### config.mk
export PLATFORM = sky130hd
export DESIGN_NAME = gpio_debounce
export DESIGN_NICKNAME = d
export VERILOG_FILES = /design/src/rtl/gpio_debounce.sv
export SDC_FILE = /design/constraint.sdc
export NUM_CORES = 1
export LEC_CHECK = 0
export BUFFER_PORTS_ARGS = -buffer_cell sky130_fd_sc_hd__buf_2
export CAP_MARGIN = 25
export CORE_MARGIN = 2
export CORE_UTILIZATION = 45
export CTS_BUF_LIST = sky130_fd_sc_hd__clkbuf_16
export DETAILED_ROUTE_END_ITERATION = 7
export GPL_ROUTABILITY_DRIVEN = 0
export PLACE_DENSITY = 0.67
export SYNTH_ARGS = -nofsm -noshare
export SYNTH_HDL_FRONTEND = slang
export SYNTH_SLANG_ARGS = --single-unit
### constraint.sdc
create_clock -name clk_i -period 2.9 [get_ports clk_i]
set_input_delay 0.145 -clock clk_i [delete_from_list [all_inputs] [get_ports clk_i]]
set_output_delay 0.145 -clock clk_i [all_outputs]
set_load 0.005 [all_outputs]
### src/rtl/gpio_debounce.sv
// gpio_debounce: per-bit 2-flop synchronizer plus tick-based debouncer with registered edge pulses.
module gpio_debounce #(
   parameter int                   BUS_WIDTH      = 8,
   parameter int                   PRESCALE       = 1,
   parameter int                   DEBOUNCE_TICKS = 4,
   parameter logic [BUS_WIDTH-1:0] INIT_VAL       = '0
) (
   input  logic                 clk_i,
   input  logic                 rst_i,
   input  logic [BUS_WIDTH-1:0] gpio_i,
   input  logic [BUS_WIDTH-1:0] bypass_i,
   output logic [BUS_WIDTH-1:0] gpio_o,
   output logic [BUS_WIDTH-1:0] rise_o,
   output logic [BUS_WIDTH-1:0] fall_o,
   output logic                 change_o
);
   localparam int CNT_W = DEBOUNCE_TICKS > 1 ? $clog2(DEBOUNCE_TICKS) : 1;
   localparam int PS_W  = PRESCALE > 1 ? $clog2(PRESCALE) : 1;
   localparam logic [CNT_W-1:0] CNT_MAX = CNT_W'(DEBOUNCE_TICKS - 1);
   localparam logic [PS_W-1:0]  PS_MAX  = PS_W'(PRESCALE - 1);
   logic [BUS_WIDTH-1:0]            sync1, sync2, gpio_nxt;
   logic [BUS_WIDTH-1:0][CNT_W-1:0] cnt, cnt_nxt;
   logic [PS_W-1:0]                 ps_cnt;
   logic                            tick;
   assign tick = ps_cnt == PS_MAX;
   always_ff @(posedge clk_i or posedge rst_i) begin
      if (rst_i) ps_cnt <= '0;
      else ps_cnt <= tick ? '0 : ps_cnt + 1'b1;
   end
   // A match clears the count immediately, so a glitch never keeps partial credit.
   always_comb begin
      gpio_nxt = gpio_o;
      cnt_nxt  = cnt;
      for (int i = 0; i < BUS_WIDTH; i++) begin
         if (bypass_i[i]) begin
            gpio_nxt[i] = sync2[i];
            cnt_nxt[i]  = '0;
         end else if (sync2[i] == gpio_o[i]) begin
            cnt_nxt[i] = '0;
         end else if (tick) begin
            gpio_nxt[i] = cnt[i] == CNT_MAX ? sync2[i] : gpio_o[i];
            cnt_nxt[i]  = cnt[i] == CNT_MAX ? '0 : cnt[i] + 1'b1;
         end
      end
   end
   always_ff @(posedge clk_i or posedge rst_i) begin
      if (rst_i) begin
         sync1    <= INIT_VAL;
         sync2    <= INIT_VAL;
         gpio_o   <= INIT_VAL;
         cnt      <= '0;
         rise_o   <= '0;
         fall_o   <= '0;
         change_o <= 1'b0;
      end else begin
         sync1    <= gpio_i;
         sync2    <= sync1;
         gpio_o   <= gpio_nxt;
         cnt      <= cnt_nxt;
         rise_o   <= gpio_nxt & ~gpio_o;
         fall_o   <= ~gpio_nxt & gpio_o;
         change_o <= |(gpio_nxt ^ gpio_o);
      end
   end
endmodule
Yosys cells after proc, flatten, opt, wreduce, memory -nomap -nowiden
Cells that the tools add are included.

storage, ports and cells
  output and inout bits = 25
  flip-flop bits (word level) = 58
  word-level logic and storage cells = 119
  input port bits = 18

cells by class
  eq/ne operators = 24
  muxes and demuxes = 65
  $add $sub $neg = 9
  reduce and logical (&&, ||, !) cells = 1
  bitwise operators = 5

operators by type and width
  operator                                                                  number
  2-bit two-way mux                                                         32
  1-bit two-way mux                                                         33
  3-bit by 2-bit inequality test with 1-bit output (second input constant)  8
  2-bit by 1-bit adder with 2-bit output (second input constant)            8
  8-bit AND                                                                 2
  2-bit equality test (second input constant)                               8
  8-bit NOT                                                                 2
  1-bit equality test                                                       8
  8-bit OR reduction                                                        1
  8-bit XOR                                                                 1
  1-bit adder (second input constant)                                       1

Depth between registers and ports, before layout
Gate-level depths: netlist of run 1.

  depth in word-level cells = 7
  depth in mapped cells = 6

Worst setup path after synthesis of run 1
Ideal clock, no wire load.

  kind = register -> register
  start point = register cnt[12] (netlist bit)
  end point = register change_o
  library setup time = 0.127 ns
  cell stages (with the launch flop) = 7
  slack = 1.073 ns
  arrival time = 1.700 ns
  cells stage by stage = dfrtp_1 -> ha_1 -> nor2_1 -> mux2_2 -> ha_1 -> nand4_1 -> or2_2

between the ends
  word-level cells in the longest chain between the ends = 7

RTL lines
  element                   line  RTL
  start: declaration        22    logic [BUS_WIDTH-1:0][CNT_W-1:0] cnt, cnt_nxt;
  start signal: assignment  59    cnt <= cnt_nxt;
  2-bit equality test       41    gpio_nxt[i] = cnt[i] == CNT_MAX ? sync2[i] : gpio_o[i];
  1-bit two-way mux         41
  1-bit two-way mux         40    end else if (tick) begin
  1-bit two-way mux         38    end else if (sync2[i] == gpio_o[i]) begin
  1-bit two-way mux         35    if (bypass_i[i]) begin
  net gpio_nxt[6]           21    logic [BUS_WIDTH-1:0] sync1, sync2, gpio_nxt;
  8-bit XOR                 62    change_o <= |(gpio_nxt ^ gpio_o);
  8-bit OR reduction        62
  end signal: assignment    62
  end: declaration          15    output logic change_o

The timed path passes the listed nets, and every way through them passes these cells.
A chain may end at the register's enable or synchronous reset.

Final worst setup path of run 1
  start point = register cnt[6] (netlist bit)
  end point = register change_o

Same word-level chain as after synthesis.

==> qor.csv, run 1 <==
metric,value,unit
hold_buffers,10,
maxCapViolCount,0,
start_kind,register,
numClockSinks,57,
drc,0,
nFillCells,355,
finalWorstSetupSlack,0.956,ns
clk_latency,0.32,ns
worst_pin_slew,0.422,ns
num_antenna_cells,0,
grt_pass1_vias,1275,
hp-class,input pin to register,
io_pins,43,
cts-buffers-inserted,9,
cts_tree,done,
die-width,73.8,microns
synth_cell_types,15,
core_area,4720,sq um
grt.total_usage,15.1,%
avgSynthCellArea,15.6,sq um
mostFrequentLayoutCells,"dfrtp_1 (57), buf_2 (42), ha_1 (24)",
ir_worst_vdd,421,uV
crit_path_max_fanout,2,
grt_pass1_wl,5710,microns
synth_area,2190,sq um
cellPowerDensity,721,nW/um^2
core.rowCount,25,
yosys.area.top_type,dfrtp_1,
path_class,register to register,
critical_path_required,3.10,ns
stdcell_count,277,
slew_headroom,71.8,%
wl_per_cell,12.2,microns
run_status,"finished, final reports clean",
layout_min_cycle_time,1.94,ns
synthToLayoutAreaGrowth,31.6,%
grt.overflow.total,0,
finalSetupTns,0,ns
worst_setup_path_end_kind,register,
drt_iter0_markers,44,
rsz0062_at_grt,no,
grt_max_degree,40,
syn_nets,183,
cts_resized,0,
timing.hold.ws,0.0115,ns
synth_area_leaders,"dfrtp_1 (65%), ha_1 (14%), mux2i_1 (3.6%), xnor2_1 (3.2%), mux2_2 (3.1%)",
start_util,46.5,%
layout.nets,247,
slew_violations,0,
power_leakage,1.48,nW
portBuffers,42,
antenna_found_initial,0,
fmax,0.515,GHz
drive_above_1_share,33.3,%
vias,1276,
skew,0.00521,ns
arrival,2.14,ns
die-area,5450,sq um
period_share,67.0,%
first_pass_iters,2,
cts_htree_levels,3,
place_ws,0.955,ns
clkTransAtPathRegs,0.05,ns
cts_root_buf,clkbuf_16,
via_per_inst,4.61,
yosysSeqAreaShare,65.0,%
synth_top_area_share,65.0,%
die_h,73.8,microns
synth_warnings,0,
synth_cells,141,
clockBufferDepth,2,
finalSetupViolCount,0,
final_common_cell,dfrtp_1,
totalWireLength,3390,microns
dp_hpwl,2450,microns
postCtsSetupBuffers,0,
ys_ff_latch,57,
hold_violations,0,
ant_nets,0,
dp.cells,251,
==> synthesized netlist by cell type <==
master   number
nor4_2        2
ha_1         24
or2_2         1
nor4_1        6
dfrtp_1      57
inv_1         9
mux2i_1       8
nor2_2        2
mux2_2        6
mux2_4        2
nor3b_2       2
nand4_1       2
xnor2_1       8
nor3b_1       6
nor2_1        6
==> flip-flops by register name (all words and copies together) (netlist names) <==
signal and flops:
change_o 1, sync1 8, fall_o 8, rise_o 8
cnt 16, sync2 8, gpio_o 8
==> report_power, final <==
group | total [mW] | switching, mW | internal [mW]
sequential | 0.910 | 0.0444 | 0.866
combinational | 0.206 | 0.0954 | 0.111
clock | 0.967 | 0.322 | 0.645
==> path summary, 6_finish.rpt <==
kind | cells past startpoint | slack, ns | end | from
max | 6 | 0.96 | change_o$_DFF_PP0_ | cnt[6]$_DFF_PP0_
min | 2 | 0.01 | cnt[9]$_DFF_PP0_ | bypass_i[4]
max reg2reg | 6 | 0.96 | change_o$_DFF_PP0_ | cnt[6]$_DFF_PP0_
min reg2reg | 0 | 0.34 | sync2[4]$_DFF_PP0_ | sync1[4]$_DFF_PP0_
max in group asynchronous | 4 | 1.99 | sync1[3]$_DFF_PP0_ | rst_i
min in group asynchronous | 3 | 0.37 | sync2[0]$_DFF_PP0_ | rst_i
==> layout make-up <==
class,count,area (sq um),share of cell area [%]
repair buffers,53,330,11.4
well taps,67,83.8,2.90
clock inverters,7,53.8,1.86
multi-input cells,75,734,25.4
inverters,9,33.8,1.17
flip-flops and latches,57,1430,49.4
clock buffers,9,225,7.80
==> routing by layer <==
| layer | vias up | share of wire (%) | routed length, microns | global-route usage [%] |
|---|---|---|---|---|
| li1 | 613 | - | - | - |
| met3 | 6 | 5.5 | 188 | 7.96 |
| met2 | 31 | 50 | 1710 | 23.3 |
| met5 | - | 0 | 0 | 0 |
| met1 | 626 | 42 | 1410 | 16.3 |
| met4 | 0 | 2.3 | 79 | 8.89 |
==> logic make-up after synthesis <==
| group | Yosys count | synth area share [%] |
|---|---|---|
| flip-flops | 57 | 65.0 |
| AND/OR/NAND/NOR | 27 | 8.49 |
| adder cells (fa/ha/maj) | 24 | 13.7 |
| multiplexers | 16 | 8.10 |
| buffers and inverters | 9 | 1.54 |
| XOR/XNOR | 8 | 3.19 |
==> metrics by stage <==
step	area, sq um	total power [mW]	utilization (%)
3_3_place_gp	2490	1.11	52.7
5_1_grt	2890	2.20	61.1
2_1_floorplan	2190	1.03	-
3_5_place_dp	2510	1.13	53.1
4_1_cts	2890	2.12	61.1
6_report	2890	2.08	61.1
==> worst max-delay path: stages, from the launching register on <==
cell and delay, ns:
dfrtp_1 0.38, ha_1 0.21, nor2_1 0.19, mux2_2 0.37, ha_1 0.29, nand4_1 0.11, or2_2 0.29
Power figures use the tool's default switching activity.
==> run 2: changes to the inputs <==
--- a/config.mk
+++ b/config.mk
@@ -5,6 +5,7 @@
 export SDC_FILE = /design/constraint.sdc
 export NUM_CORES = 1
 export LEC_CHECK = 0
+export ABC_AREA = 1
 export BUFFER_PORTS_ARGS = -buffer_cell sky130_fd_sc_hd__buf_2
 export CAP_MARGIN = 25
 export CORE_MARGIN = 2
@@ -12,7 +13,7 @@
 export CTS_BUF_LIST = sky130_fd_sc_hd__clkbuf_16
 export DETAILED_ROUTE_END_ITERATION = 7
 export GPL_ROUTABILITY_DRIVEN = 0
-export PLACE_DENSITY = 0.67
+export PLACE_DENSITY = 0.69
 export SYNTH_ARGS = -nofsm -noshare
 export SYNTH_HDL_FRONTEND = slang
 export SYNTH_SLANG_ARGS = --single-unit
==> constraint.sdc (replaced) <==
create_clock -name clk_i -period 1.75 [get_ports clk_i]
set_input_delay 0.0875 -clock clk_i [delete_from_list [all_inputs] [get_ports clk_i]]
set_output_delay 0.0875 -clock clk_i [all_outputs]
set_load 0.005 [all_outputs]
==> qor.csv, run 2 <==
metric,value,unit,change
run_status,"finished, final reports clean",,
synth_cells,249,,+77%
worst_pin_slew,0.444,ns,+0.0217 ns
reg2reg_from,cnt[14]$_DFF_PP0_,,
ys.flop_type,dfrtp_1,,
start_util,46.5,%,+0.082 points
mostFrequentLayoutCells,"nand2_1 (101), dfrtp_1 (57), buf_2 (42)",,
arrival,1.67,ns,-0.47 ns
drive_above_1_share,22.8,%,-11 points
synth_area_leaders,"dfrtp_1 (60%), nand2_1 (16%), ha_1 (13%), inv_1 (5.2%), nor2_1 (2.8%)",,
slew_headroom,70.4,%,-1.4 points
io_pins,43,,unchanged
ir_worst_vdd,631,uV,+50%
register_area,1430,sq um,unchanged
synth_cell_types,7,,-8
clockBufferDepth,2,,unchanged
cts_htree_levels,3,,unchanged
numClockSinks,57,,unchanged
min_to,cnt[6]$_DFF_PP0_,,
num_antenna_cells,0,,unchanged
yosys-top-cells-count,"nand2_1 (101), dfrtp_1 (57), inv_1 (33)",,
start_kind,register,,
portBuffers,42,,unchanged
clk_latency,0.32,ns,about the same
cts-buffers-inserted,9,,unchanged
die-width,76.7,microns,+3.9%
finalSetupTns,0,ns,unchanged
first_pass_iters,4,,+2
wl_per_cell,9.21,microns,-25%
layout_min_cycle_time,1.46,ns,-0.481 ns
die-area,5880,sq um,+7.9%
yosys.area.top_type,dfrtp_1,,
critical_path_required,1.96,ns,-1.14 ns
die_h,76.7,microns,+3.9%
cellPowerDensity,1080,nW/um^2,+49%
finalSetupViolCount,0,,unchanged
min_from,bypass_i[3],,
core.rowCount,26,,+4.0%
largest_register,cnt,,
yosysMostFrequentCell,nand2_1,,
worstReg2RegEnd,change_o$_DFF_PP0_,,
grt_pass1_vias,1586,,+24%
vias,1607,,+26%
rsz0062_at_grt,no,,
grt.total_usage,14.8,%,-0.27 points
finalWorstSetupSlack,0.288,ns,-0.669 ns
drc,0,,unchanged
avgSynthCellArea,9.55,sq um,-39%
grt.overflow.total,0,,unchanged
drt_iter0_markers,52,,+18%
grt_pass1_wl,6630,microns,+16%
cts_resized,0,,unchanged
core_area,5110,sq um,+8.1%
async_reset_ff_share,100,%,unchanged
largest_register_ffs,16,,unchanged
grt_max_degree,38,,-5.0%
synth_area,2380,sq um,+8.3%
synth_warnings,0,,unchanged
clkTransAtPathRegs,0.05,ns,about the same
worst-r2r-setup-slack,0.29,ns,-0.67 ns
whs_path_depth,4,,+2
cts_root_buf,clkbuf_16,,
layout.nets,354,,+43%
syn_nets,291,,+59%
nFillCells,442,,+25%
synth_top_area_share,60.0,%,-5.0 points
crit_path_max_fanout,2,,unchanged
via_per_inst,4.16,,-9.6%
dp_hpwl,2550,microns,+3.8%
ys_ff_latch,57,,unchanged
maxCapViolCount,0,,unchanged
hp-class,input pin to register,,
power_leakage,1.76,nW,+19%
path_class,register to register,,
totalWireLength,3560,microns,+4.8%
antenna_found_initial,0,,unchanged
worst_setup_path_end_kind,register,,
reg2reg_depth,9,,+3
final_common_cell,nand2_1,,
postCtsSetupBuffers,0,,unchanged
ant_nets,0,,unchanged
timing.hold.ws,0.0257,ns,+0.0141 ns
slew_violations,0,,unchanged
period_share,83.5,%,+17 points
hold_violations,0,,unchanged
cts_tree,done,,
synthToLayoutAreaGrowth,27.7,%,
synth-edff-count,0,,unchanged
fmax,0.684,GHz,+33%
place_ws,0.270,ns,-0.685 ns
yosysSeqAreaShare,60.0,%,-5.0 points
multi_input_area,797,sq um,+8.5%
skew,0.00426,ns,-0.000948 ns
total_power,3.27,mW,+57%
[run 2: changes by cell type after synthesis, sizes merged]
cell   change
or2        -1
nand4      -2
nor3b      -8
nand2    +101
nor4       -8
xnor2      -8
nor2      +18
mux2i      -8
inv       +32
mux2       -8
[run 2: kinds of logic after synthesis]
logic type               after synthesis  synth area share [%]
AND/OR/NAND/NOR                      127                  20.9
adder cells (fa/ha/maj)               24                  12.6
buffers and inverters                 41                  6.47
flip-flops                            57                  60.0
[run 2: stage by stage]
| step | cells | cell area (sq um) | utilization (%) |
|---|---|---|---|
| finish | 386 | 3040 | 59.5 |
| global route | 386 | 3040 | 59.5 |
| CTS | 386 | 3040 | 59.5 |
| detailed placement | 362 | 2700 | 52.8 |
| global placement | 362 | 2700 | 52.8 |
| floorplan | 249 | 2380 | - |
[run 2: routing by layer]
metal / routed length [microns] / global-route usage (%) / up-vias
met5: 0 / 0 / -
met4: 119 / 10.9 / 0
met3: 152 / 4.24 / 10
met2: 1660 / 23.2 / 30
met1: 1620 / 17.3 / 700
li1: - / - / 867
[run 2: critical path, stage by stage, from the launching register on]
cell     delay, ns
dfrtp_1       0.37
ha_1          0.22
inv_1         0.06
nand2_1       0.06
nand2_1       0.06
nand2_1       0.07
ha_1          0.28
nand2_1       0.05
nor2_1        0.13
nand2_1       0.07
[run 2: worst max path at each step]
stage | from | cells after the start | endpoint
final | cnt[14]$_DFF_PP0_ | 9 | change_o$_DFF_PP0_
after global routing | cnt[10]$_DFF_PP0_ | 9 | change_o$_DFF_PP0_
after CTS | cnt[10]$_DFF_PP0_ | 9 | change_o$_DFF_PP0_
after detailed placement | cnt[10]$_DFF_PP0_ | 9 | change_o$_DFF_PP0_
after global placement | cnt[10]$_DFF_PP0_ | 9 | change_o$_DFF_PP0_
after floorplan | rst_i | 1 | change_o$_DFF_PP0_
[run 2: report_power, final]
part / internal (mW) / leakage, nW / switching, mW
Combinational: 0.154 / 0.914 / 0.195
Sequential: 1.42 / 0.715 / 0.0567
Clock: 0.919 / 0.127 / 0.525
[run 2: cell type report]
class                   instances  share of cell area, %
flip-flops and latches         57                   47.0
multi-input cells             151                   26.2
repair buffers                 52                   10.5
clock buffers                   9                   7.42
inverters                      41                   5.07
well taps                      70                   2.88
clock inverters                 6                  0.865
[run 2: what timing repair did]
action | CTS | global route
endpoints found under the hold margin | 28 | 0
hold buffers | 9 | 0
setup endpoints to repair | 0 | 0
==> run 3: changes to the inputs <==
--- a/config.mk
+++ b/config.mk
@@ -13,7 +13,7 @@
 export CTS_BUF_LIST = sky130_fd_sc_hd__clkbuf_16
 export DETAILED_ROUTE_END_ITERATION = 7
 export GPL_ROUTABILITY_DRIVEN = 0
-export PLACE_DENSITY = 0.69
+export PLACE_DENSITY = 0.67
 export SYNTH_ARGS = -nofsm -noshare
 export SYNTH_HDL_FRONTEND = slang
 export SYNTH_SLANG_ARGS = --single-unit
==> constraint.sdc (replaced) <==
create_clock -name clk_i -period 1.49 [get_ports clk_i]
set_input_delay 0.0745 -clock clk_i [delete_from_list [all_inputs] [get_ports clk_i]]
set_output_delay 0.0745 -clock clk_i [all_outputs]
set_load 0.005 [all_outputs]
==> qor.csv, run 3 (synthesis gave the netlist of run 2 again) <==
metric,value,unit,change
io_pins,43,,unchanged
grt.total_usage,15.2,%,+0.43 points
critical_path_required,1.70,ns,-0.26 ns
slowest_stage,dfrtp_1,,
first_pass_iters,4,,unchanged
start_kind,register,,
finalSetupViolCount,0,,unchanged
synthToLayoutAreaGrowth,34.6,%,
die_h,76.7,microns,unchanged
core.rowCount,26,,unchanged
skew,0.00430,ns,+0.0000384 ns
totalWireLength,3910,microns,+10%
clkTransAtPathRegs,0.05,ns,about the same
cts_tree,done,,
arrival,1.61,ns,-0.06 ns
antenna_found_initial,0,,unchanged
route.met3.wl,161,microns,+5.9%
crit_path_max_fanout,2,,unchanged
layout_min_cycle_time,1.40,ns,-0.0576 ns
ant_nets,0,,unchanged
dp_hpwl,2840,microns,+12%
grt.overflow.total,0,,unchanged
cellPowerDensity,1280,nW/um^2,+19%
clk_latency,0.32,ns,about the same
met1_length,1780,microns,+9.8%
core_area,5110,sq um,unchanged
utilization,62.6,%,+3.2 points
worst_pin_slew,0.464,ns,+0.0203 ns
vias,1656,,+3.0%
portBuffers,42,,unchanged
hold_violations,0,,unchanged
start_util,46.5,%,unchanged
max_stage_delay,0.41,ns,+0.04 ns
rsz0062_at_grt,no,,
wl_met2,1930,microns,+16%
layout.nets,359,,+1.4%
grt_pass1_vias,1555,,-2.0%
path_class,register to register,,
slew_headroom,69.0,%,-1.4 points
numClockSinks,57,,unchanged
cp_common_cell,nand2_2,,
fmax,0.712,GHz,+4.1%
run_status,"finished, final reports clean",,
via_per_inst,4.24,,+1.7%
period_share,94.3,%,+11 points
clockBufferDepth,2,,unchanged
path_buf_inv,1,,unchanged
cts_htree_levels,3,,unchanged
ir_worst_vdd,958,uV,+52%
die-area,5880,sq um,unchanged
highest_layer,met4,,
grt_pass1_wl,6710,microns,+1.1%
mostFrequentLayoutCells,"nand2_1 (93), dfrtp_1 (57), buf_2 (42)",,
drt_iter0_markers,58,,+12%
drc,0,,unchanged
cts_root_buf,clkbuf_16,,
worst_setup_path_end_kind,register,,
timing.hold.ws,0.0221,ns,-0.00362 ns
die-width,76.7,microns,unchanged
num_antenna_cells,0,,unchanged
path_cells,"ha_4, inv_2, nand2_2, nand2_2, nand2_2, ha_4, nand2_4, nor2_4, nand2_1",,
final_common_cell,nand2_1,,
power_leakage,1.78,nW,+1.4%
slew_violations,0,,unchanged
finalSetupTns,0,ns,unchanged
wl_per_cell,10.0,microns,+8.6%
maxCapViolCount,0,,unchanged
largest_register,cnt,,
cp_top_family,adder cells,,
hp-class,input pin to register,,
grt_max_degree,28,,-26%
drive_above_1_share,31.2,%,+8.4 points
largest_register_ffs,16,,unchanged
cts-buffers-inserted,9,,unchanged
[run 3: cell types whose count changed in the layout (fill, tap and decap cells not counted), sizes merged]
cell    change
buf         +5
clkinv      -2
bufinv      +1
inv         +1
[run 3: worst paths after layout]
path	slack (ns)	endpoint	from	cells past startpoint
worst min register to register	0.34	sync2[5]$_DFF_PP0_	sync1[5]$_DFF_PP0_	0
worst max-delay path	0.09	change_o$_DFF_PP0_	cnt[4]$_DFF_PP0_	9
max in group asynchronous	0.65	sync1[1]$_DFF_PP0_	rst_i	4
min in group asynchronous	0.35	gpio_o[2]$_DFF_PP0_	rst_i	3
worst min-delay path	0.02	cnt[0]$_DFF_PP0_	bypass_i[0]	4
worst max register to register	0.09	change_o$_DFF_PP0_	cnt[4]$_DFF_PP0_	9
[run 3: stage by stage]
| step | power [mW] | cell area (sq um) | worst slack (ns) | instances |
|---|---|---|---|---|
| after global placement | 2.16 | 2730 | 0.0295 | 366 |
| after detailed placement | 2.18 | 2730 | -0.0331 | 366 |
| final | 4.10 | 3200 | 0.0855 | 391 |
| after floorplan | 2.00 | 2380 | 0.0159 | 249 |
| after global routing | 4.31 | 3200 | 0.00247 | 391 |
| after CTS | 4.11 | 3090 | 0.00654 | 390 |
[run 3: area by class of cell]
class | count | area [sq um]
fillers | 420 | 1910
repair buffers | 57 | 358
well taps | 70 | 87.6
inverters | 41 | 154
flip-flops and latches | 57 | 1430
clock buffers | 9 | 225
multi-input cells | 151 | 897
clock inverters | 6 | 51.3
[run 3: worst reg2reg max path: cells and delay by family (launching register included)]
kind	cells	cell delay, ns
and+or+nand+nor	6	0.40
DFF	1	0.41
buffers and inverters	1	0.04
adders and majority gates	2	0.45
[run 3: per-layer routing]
layer	global-route usage (%)	up-vias
met5	0	-
met4	9.27	0
met3	6.12	2
met2	23.8	32
met1	17.5	754
li1	-	868
[run 3: report_power, final]
| part | internal [mW] | switching, mW |
|---|---|---|
| Clock | 1.25 | 0.622 |
| Sequential | 1.67 | 0.0745 |
| Combinational | 0.218 | 0.261 |
| Total | 3.14 | 0.957 |
[run 3: timing repair]
item / in CTS / in global routing
endpoints found under the setup margin: 1 / 1
pin swaps: 0 / 12
hold endpoints to repair: 27 / 0
hold buffers: 9 / 0
buffers inserted: 0 / 1
resized for setup: 1 / 25
